**src/rtl/kanade_muldiv_pkg.sv**
```systemverilog
// Shared definitions for the kanade32 multiply/divide unit.
// The decode stage imports the op encodings from here as well.
package kanade_muldiv_pkg;

    localparam int MULDIV_ITER = 32;

    localparam logic [1:0] OP_MULT  = 2'b00;
    localparam logic [1:0] OP_MULTU = 2'b01;
    localparam logic [1:0] OP_DIV   = 2'b10;
    localparam logic [1:0] OP_DIVU  = 2'b11;

    typedef enum logic [1:0] {
        ST_IDLE = 2'b00,
        ST_CALC = 2'b01,
        ST_FIX  = 2'b10,
        ST_DONE = 2'b11
    } muldiv_state_e;

endpackage

```
**src/rtl/muldiv_signfix.sv**
```systemverilog
// Combinational sign handling: operand magnitudes on launch, and sign
// restoration of the raw unsigned product or {remainder, quotient}.
module muldiv_signfix
    import kanade_muldiv_pkg::*;
(
    input  logic        signed_op_i,
    input  logic [31:0] src_a_i,
    input  logic [31:0] src_b_i,
    output logic [31:0] a_mag_o,
    output logic [31:0] b_mag_o,
    output logic        a_neg_o,
    output logic        b_neg_o,
    input  logic        is_div_i,
    input  logic        neg_res_i,
    input  logic        neg_rem_i,
    input  logic [63:0] raw_i,
    output logic [63:0] fixed_o
);

    always_comb begin
        a_neg_o = signed_op_i & src_a_i[31];
        b_neg_o = signed_op_i & src_b_i[31];
        a_mag_o = a_neg_o ? (~src_a_i + 32'd1) : src_a_i;
        b_mag_o = b_neg_o ? (~src_b_i + 32'd1) : src_b_i;

        // Divide: hi is the remainder (dividend sign), lo the quotient.
        if (is_div_i) begin
            fixed_o[63:32] = neg_rem_i ? (~raw_i[63:32] + 32'd1) : raw_i[63:32];
            fixed_o[31:0]  = neg_res_i ? (~raw_i[31:0] + 32'd1) : raw_i[31:0];
        end else begin
            fixed_o = neg_res_i ? (~raw_i + 64'd1) : raw_i;
        end
    end

endmodule

```
**src/rtl/muldiv_unit.sv**
```systemverilog
// Iterative radix-2 multiply/divide unit for the kanade32 EX stage.
// Handshake: start is taken only in IDLE; busy is high in every other state; done pulses once per finished op.
module muldiv_unit
    import kanade_muldiv_pkg::*;
#(
    parameter int ITER = MULDIV_ITER
) (
    input  logic        clk,
    input  logic        reset_n,
    input  logic        start,
    input  logic        flush,
    input  logic [1:0]  op,
    input  logic [31:0] src_a,
    input  logic [31:0] src_b,
    output logic        busy,
    output logic        done,
    output logic [63:0] result_x64,
    output logic        div_by_zero
);

    localparam logic [4:0] LAST_STEP = 5'(ITER - 1);

    muldiv_state_e state_q, state_d;
    logic [4:0]    count_q, count_d;
    logic          div_q, div_d;
    logic [31:0]   a_q, a_d;
    logic [31:0]   b_q, b_d;
    logic          neg_res_q, neg_res_d;
    logic          neg_rem_q, neg_rem_d;
    logic [63:0]   acc_q, acc_d;
    logic [63:0]   result_q, result_d;
    logic          dbz_q, dbz_d;

    logic        op_is_div;
    logic        op_is_signed;
    logic [31:0] a_mag, b_mag;
    logic        a_neg, b_neg;
    logic [63:0] fixed;
    logic [32:0] mul_sum;
    logic [32:0] div_trial;

    assign op_is_div    = (op == OP_DIV) || (op == OP_DIVU);
    assign op_is_signed = (op == OP_MULT) || (op == OP_DIV);

    muldiv_signfix u_signfix (
        .signed_op_i (op_is_signed),
        .src_a_i     (src_a),
        .src_b_i     (src_b),
        .a_mag_o     (a_mag),
        .b_mag_o     (b_mag),
        .a_neg_o     (a_neg),
        .b_neg_o     (b_neg),
        .is_div_i    (div_q),
        .neg_res_i   (neg_res_q),
        .neg_rem_i   (neg_rem_q),
        .raw_i       (acc_q),
        .fixed_o     (fixed)
    );

    always_comb begin
        state_d   = state_q;
        count_d   = count_q;
        div_d     = div_q;
        a_d       = a_q;
        b_d       = b_q;
        neg_res_d = neg_res_q;
        neg_rem_d = neg_rem_q;
        acc_d     = acc_q;
        result_d  = result_q;
        dbz_d     = dbz_q;

        // acc holds {partial, multiplier} for multiply, {remainder, dividend/quotient} for divide.
        mul_sum   = {1'b0, acc_q[63:32]} + (acc_q[0] ? {1'b0, a_q} : 33'd0);
        div_trial = acc_q[63:31] - {1'b0, b_q};

        unique case (state_q)
            ST_IDLE: begin
                if (start && !flush) begin
                    div_d     = op_is_div;
                    a_d       = a_mag;
                    b_d       = b_mag;
                    neg_res_d = a_neg ^ b_neg;
                    neg_rem_d = a_neg;
                    count_d   = 5'd0;
                    if (op_is_div && (src_b == 32'd0)) begin
                        result_d = {src_a, 32'hFFFF_FFFF};
                        dbz_d    = 1'b1;
                        state_d  = ST_DONE;
                    end else begin
                        acc_d   = op_is_div ? {32'd0, a_mag} : {32'd0, b_mag};
                        state_d = ST_CALC;
                    end
                end
            end
            ST_CALC: begin
                if (flush) begin
                    state_d = ST_IDLE;
                end else begin
                    if (div_q) begin
                        if (!div_trial[32]) begin
                            acc_d = {div_trial[31:0], acc_q[30:0], 1'b1};
                        end else begin
                            acc_d = {acc_q[62:0], 1'b0};
                        end
                    end else begin
                        acc_d = {mul_sum, acc_q[31:1]};
                    end
                    if (count_q == LAST_STEP) begin
                        state_d = ST_FIX;
                    end else begin
                        count_d = count_q + 5'd1;
                    end
                end
            end
            ST_FIX: begin
                if (flush) begin
                    state_d = ST_IDLE;
                end else begin
                    result_d = fixed;
                    dbz_d    = 1'b0;
                    state_d  = ST_DONE;
                end
            end
            ST_DONE: begin
                state_d = ST_IDLE;
            end
            default: begin
                state_d = ST_IDLE;
            end
        endcase
    end

    always_ff @(posedge clk or negedge reset_n) begin
        if (!reset_n) begin
            state_q   <= ST_IDLE;
            count_q   <= 5'd0;
            div_q     <= 1'b0;
            a_q       <= 32'd0;
            b_q       <= 32'd0;
            neg_res_q <= 1'b0;
            neg_rem_q <= 1'b0;
            acc_q     <= 64'd0;
            result_q  <= 64'd0;
            dbz_q     <= 1'b0;
        end else begin
            state_q   <= state_d;
            count_q   <= count_d;
            div_q     <= div_d;
            a_q       <= a_d;
            b_q       <= b_d;
            neg_res_q <= neg_res_d;
            neg_rem_q <= neg_rem_d;
            acc_q     <= acc_d;
            result_q  <= result_d;
            dbz_q     <= dbz_d;
        end
    end

    assign busy        = (state_q != ST_IDLE);
    assign done        = (state_q == ST_DONE);
    assign result_x64  = result_q;
    assign div_by_zero = dbz_q;

endmodule
```
**config.mk**
```make
export PLATFORM = sky130hd
export DESIGN_NAME = muldiv_unit
export DESIGN_NICKNAME = d
export VERILOG_FILES = /design/src/rtl/kanade_muldiv_pkg.sv /design/src/rtl/muldiv_signfix.sv /design/src/rtl/muldiv_unit.sv
export SDC_FILE = /design/constraint.sdc
export NUM_CORES = 1
export LEC_CHECK = 0
export CELL_PAD_IN_SITES_DETAIL_PLACEMENT = 0
export CELL_PAD_IN_SITES_GLOBAL_PLACEMENT = 2
export CORE_ASPECT_RATIO = 2
export CORE_UTILIZATION = 38
export DETAILED_ROUTE_END_ITERATION = 10
export PLACE_DENSITY = 0.85
export SLEW_MARGIN = 15
export SYNTH_ARGS = -nofsm -noshare
export SYNTH_HDL_FRONTEND = slang
export SYNTH_SLANG_ARGS = --single-unit
```
**constraint.sdc**
```tcl
create_clock -name clk -period 6.95 [get_ports clk]
set_input_delay 1.0425 -clock clk [delete_from_list [all_inputs] [get_ports clk]]
set_output_delay 1.0425 -clock clk [all_outputs]
set_load 0.02 [all_outputs]
```
==> results of run 1 <==
metal layers:
metal,wire length [microns],vias to the layer above,track usage
met2,37200,505,0.612
met1,23300,7605,0.315
met4,6370,4,0.251
met3,2530,229,0.0342
li1,-,7343,-
met5,32,-,0
path summary, 6_finish.rpt:
check / start / to / slack (ns) / depth (start not counted)
worst max-delay path: acc_q[46] / acc_q[62] / 2.38 / 11
worst min-delay path: a_q[10] / a_q[10] / 0.47 / 2
worst max register to register: acc_q[46] / acc_q[62] / 2.38 / 11
worst min register to register: a_q[10] / a_q[10] / 0.47 / 2
max in group asynchronous: reset_n / acc_q[42] / 4.94 / 2
min in group asynchronous: reset_n / result_x64[2] / 0.52 / 1
per-stage QoR:
stage | total power [mW] | std cells | instance area [sq um] | hold WS (ns) | utilization
2_1_floorplan | 4.23 | 2019 | 16100 | 0.442 | -
3_3_place_gp | 5.57 | 2598 | 17900 | 0.455 | 0.428
3_5_place_dp | 5.58 | 2598 | 17900 | 0.464 | 0.428
4_1_cts | 6.93 | 2636 | 18700 | 0.478 | 0.447
5_1_grt | 7.34 | 2636 | 18700 | 0.486 | 0.447
6_report | 6.95 | 2636 | 18700 | 0.474 | 0.447
tightest hold or removal path, delay by kind of cell (launching register included):
family,cells,cell delay [ns]
AOI/OAI and AO/OA,1,0.05
DFF,1,0.34
and+or+nand+nor,1,0.04
cell families after synthesis:
kind of cell               count (synthesis)  synth area share
and+or+nand+nor                          683             0.204
DFF                                      203             0.316
adders and majority gates                 72            0.0569
xor gates and xnor gates                 164            0.0893
buffers and inverters                    193            0.0467
AOI/OAI and AO/OA                        634             0.243
muxes                                     70            0.0438
power breakdown:
part | total (mW) | internal, mW | leakage [nW] | switching [mW]
logic | 3.79 | 1.41 | 5.03 | 2.38
registers | 1.82 | 1.38 | 2.66 | 0.440
clock network | 1.34 | 0.794 | 0.382 | 0.543
total | 6.95 | 3.58 | 8.07 | 3.36
final cells by class:
type	instances	share of cell area
sequential	203	0.272
multi-input combinational	1623	0.551
tap	540	0.0362
timing repair buffer	169	0.0861
clock inverter	6	0.00697
clock buffer	32	0.0348
inverter	63	0.0127
registers in the layout, summed over array words and instances, names as in the netlist:
register / cells
a_q: 32
acc_q: 64
b_q: 32
count_q: 5
div_by_zero: 1
div_q: 1
neg_rem_q: 1
neg_res_q: 1
result_x64: 64
state_q: 2
cells in the final DEF, fill, tap and decap left out, drive strengths merged, types with 9 or more instances in the layout:
| cell type | Yosys | routed |
|---|---|---|
| or3 | 17 | 17 |
| and2 | 36 | 36 |
| inv | 62 | 62 |
| xor2 | 68 | 68 |
| dfrtp | 203 | 203 |
| nor2b | 22 | 22 |
| or4 | 14 | 14 |
| nand4 | 13 | 13 |
| nand2b | 22 | 22 |
| mux2i | 67 | 67 |
| nand2 | 231 | 231 |
| a21o | 37 | 37 |
| a21oi | 156 | 156 |
| nor3 | 46 | 46 |
| o31ai | 22 | 22 |
| and3 | 16 | 16 |
| nor4 | 16 | 16 |
| clkdlybuf4s50 | 0 | 134 |
| a22oi | 16 | 16 |
| xnor2 | 96 | 96 |
| clkbuf | 96 | 33 |
| ha | 70 | 70 |
| o22ai | 9 | 9 |
| nor2 | 180 | 180 |
| buf | 34 | 34 |
| o21ai | 219 | 219 |
| o21a | 12 | 12 |
| a31oi | 34 | 34 |
| o211ai | 21 | 21 |
| nand3 | 28 | 28 |
| a211oi | 23 | 23 |
==> flow_summary.ini, run 1 <==
[worst_setup_path]
cp_cell_sequence = ha_1, a21oi_2, o21ai_1, a221oi_1, nor2_1, or3_1, o211ai_4, buf_4, nor2_1, a221oi_1, o311ai_1
cp-end-kind = flop
critPathTopFamily = compound AO/OA/AOI/OAI gates
worstSetupStartpointType = flop
path_class = flop to flop
cp_slowest_cell = o211ai_4
critPathRequiredTime_ns = 7.37
cp.arrival_ns = 4.98
critical_path_buf_inv_count = 1
cpPeakStageDelay_ns = 0.69
cp_max_fo = 32

[layout]
multi_input_area_sq_mm = 0.0103
nFillCells = 4289
final_nets = 2224
seq_area_sq_mm = 0.00508
diodes = 0
area_growth_pct = 16.0
drive_gt1_frac = 0.0491

[global_routing]
grt_max_degree = 75
antenna_found_initial = 2
grt_pass1_vias = 16257
globalRouteTotalUtil = 0.323
grt_overflow_total = 0
grt_pass1_wl_mm = 103

[sta]
maxSlewHeadroom = 0.266
fin_skew_ns = 0.0159
rsz0062_at_grt = no
final.min_clock_period_ns = 4.57
hold_viol_final = 0
period_share = 0.657
fin_ws_ns = 2.38
worst_pin_slew_ns = 1.09
setup_viol_count_final = 0
final.setup.tns_ns = 0
fmax_mhz = 219
drv_slew = 0

[floorplan]
initial_core_util = 0.385
placementRows = 106
die-width_microns = 147
die_area_sq_mm = 0.0432
die_h_microns = 293
ios = 137
core_area_sq_mm = 0.0418

[placement]
pre_cts_slack_ns = 2.03
dpl.hpwl_mm = 55.1
io_buffers = 136
place_congestion = 0.949

[clocking]
clockBufferDepth = 3
cts_root_buf = clkbuf_16
htree_num_levels = 1
cts_hold_buffers = 0
cts_buffers = 22
cts_setup_buffers = 0
cts.sink_count = 203
clock_latency_ns = 0.55
cts_resized = 0
cts_tree = yes
path_clk_slew_ns = 0.07

[synth]
synth_area_per_cell_sq_um = 7.97
yosysMostFrequentCell = nand2_1
ys_ff_latch = 203
synth_area_leaders = dfrtp_1 (32%), ha_1 (5.4%), nand2_1 (5.4%)
synthFlopType = dfrtp_1
synth_edf_count = 0
yosysTopAreaCell = dfrtp_1
synth-seq-area-share = 0.316
synth.distinct_cells = 88
synthArstFlopShare = 1.00
synthesis.area_sq_mm = 0.0161
syn_nets = 2161
yosys-top-cells-count = nand2_1 (231), dfrtp_1 (203), nor2_1 (179)
synthCells = 2019
synth_warnings = 0
synth_top_area_frac = 0.316

[drt]
drc_errors = 0
drtIter0Drc = 895
antenna_left = 0
firstDrtPassIters = 7
routed_via_density = 5.95
wire_per_inst_microns = 26.3
drt_wl_total_mm = 69.4
vias = 15686

[run_status]
run_status = finished clean

[pwr]
powerDensity_mw_per_mm2 = 372
p_leak_nw = 8.07
peakVddDrop_uv = 208

[min_path]
hold_path.class = flop to flop

[run]
maxCapViolCount = 0
No activity file was read; power rests on OpenSTA's default activity.
==> run 2: changes to the inputs <==
--- a/config.mk
+++ b/config.mk
@@ -8,9 +8,9 @@
 export CELL_PAD_IN_SITES_DETAIL_PLACEMENT = 0
 export CELL_PAD_IN_SITES_GLOBAL_PLACEMENT = 2
 export CORE_ASPECT_RATIO = 2
-export CORE_UTILIZATION = 38
+export CORE_UTILIZATION = 36
 export DETAILED_ROUTE_END_ITERATION = 10
-export PLACE_DENSITY = 0.85
+export PLACE_DENSITY = 0.81
 export SLEW_MARGIN = 15
 export SYNTH_ARGS = -nofsm -noshare
 export SYNTH_HDL_FRONTEND = slang
==> constraint.sdc (replaced) <==
create_clock -name clk -period 4.7 [get_ports clk]
set_input_delay 0.705 -clock clk [delete_from_list [all_inputs] [get_ports clk]]
set_output_delay 0.705 -clock clk [all_outputs]
set_load 0.02 [all_outputs]
==> run 2 against run 1 <==
Net effect:
- routed wire length is 0.38% higher
- highest routed layer unchanged
- sequential power is 40% higher
- clock power is 41% higher
- total power is 48% higher
- hold slack worse by 0.29 ns
- maximum frequency is 16% higher
- largest power group unchanged
- die area is 5.5% higher
- clock-buffer cell count is 1 lower
- flip-flop and latch count stayed put
- clock skew is 0.0057 ns lower
- first-iteration DRC count is 9.7% higher
==> flow_summary.ini, run 2 (synthesized netlist as in run 1, its figures left out) <==
[sta]
hold_slack_ns = 0.179
fin_ws_ns = 0.773
hold_viol_final = 0
rsz0062_at_grt = no
final.min_clock_period_ns = 3.93
fin_skew_ns = 0.0102
fmax_mhz = 255
drv_slew = 0
maxSlewHeadroom = 0.311
setup_viol_count_final = 0
final.setup.tns_ns = 0
period_share = 0.836
worst_pin_slew_ns = 1.03

[global_routing]
globalRouteTotalUtil = 0.311
grt_pass1_vias = 16356
grt_overflow_total = 0
grt_max_degree = 126
antenna_found_initial = 1
grt_pass1_wl_mm = 103

[clocking]
cts_resized = 0
clock_latency_ns = 0.54
path_clk_slew_ns = 0.06
cts_setup_buffers = 0
htree_num_levels = 1
cts_tree = yes
clockBufferDepth = 3
cts_buffers = 22
cts_root_buf = clkbuf_16
cts.sink_count = 203
cts_hold_buffers = 0

[pwr]
netSwitchingFraction = 0.483
p_total_mw = 10.3
p_leak_nw = 8.21
pwr-share-clk = 0.184
p_int_mw = 5.29
powerDensity_mw_per_mm2 = 542
power_frac_seq = 0.249
net-switching-power_mw = 4.96
share_comb_of_total_power = 0.567
peakVddDrop_uv = 289

[floorplan]
core_area_sq_mm = 0.0442
die_area_sq_mm = 0.0456
die_h_microns = 301
placementRows = 109
die-width_microns = 151
ios = 137
initial_core_util = 0.364

[placement]
placed_cells = 2641
placed_cell_area_sq_mm = 0.0182
dpl.hpwl_mm = 55.5
pre_cts_slack_ns = 0.473
place_congestion = 0.982
io_buffers = 136

[worst_setup_path]
path_class = flop to flop
rr_worst_depth = 12
critPathRequiredTime_ns = 5.11
cp-end-kind = flop
cp_max_fo = 7
cp.arrival_ns = 4.34
worstSetupStartpointType = flop

[layout]
fin_util = 0.428
area_growth_pct = 17.6
final_common_cell = nand2_1
final_nets = 2252
finalInstanceArea_sq_mm = 0.0189
diodes = 0
layout_common_cells = nand2_1 (231), dfrtp_1 (202), nor2_1 (178)
fin_cells = 2679
drive_gt1_frac = 0.0621

[drt]
vias = 15717
wire_per_inst_microns = 26.0
drt_wl_total_mm = 69.6
drtIter0Drc = 982
firstDrtPassIters = 5
routed_via_density = 5.87
drc_errors = 0
antenna_left = 0

[min_path]
hold_path.class = input port to asynchronous set/reset pin

[run_status]
run_status = finished clean

[run]
maxCapViolCount = 0
## run 2: worst paths after layout
check | startpoint | slack, ns | end
worst max-delay path | acc_q[40] | 0.77 | acc_q[42]
worst min register to register | a_q[25] | 0.47 | a_q[25]
min in group clk | a_q[25] | 0.47 | a_q[25]
max in group asynchronous | reset_n | 3.33 | result_x64[34]
worst min-delay path | reset_n | 0.18 | result_x64[4]
worst max register to register | acc_q[40] | 0.77 | acc_q[42]
## run 2: cell type report
type	count	area (sq um)
flip-flops and latches	203	5080
fillers	4619	25300
multi-input cells	1623	10300
repair buffers	197	1870
clock inverters	7	93.8
clock buffers	31	656
inverters	63	236
well taps	555	694
## run 2: per-layer routing
layer | global-route usage | vias up | part of all wire
met5 | 0 | - | 0.00019
met4 | 0.259 | 2 | 0.097
met3 | 0.0300 | 207 | 0.032
met2 | 0.573 | 440 | 0.53
met1 | 0.306 | 7638 | 0.34
li1 | - | 7430 | -
## run 2: worst max-delay path: stages, from the launching register on
cell       delay [ns]
dfrtp_1          0.50
ha_1             0.40
and3_1           0.24
a221o_1          0.36
a21oi_1          0.38
a2111oi_2        0.14
buf_4            0.18
or3_1            0.46
a21oi_2          0.30
xnor2_1          0.21
buf_4            0.19
mux2i_1          0.32
o211ai_1         0.13
## run 2: power groups by stage
stage | combinational, mW | clock [mW] | sequential, mW
6_report | 5.81 | 1.89 | 2.55
5_1_grt | 6.30 | 1.98 | 2.59
4_1_cts | 5.79 | 1.93 | 2.55
3_5_place_dp | 5.75 | 0 | 2.58
3_3_place_gp | 5.74 | 0 | 2.57
2_1_floorplan | 3.93 | 0 | 2.33
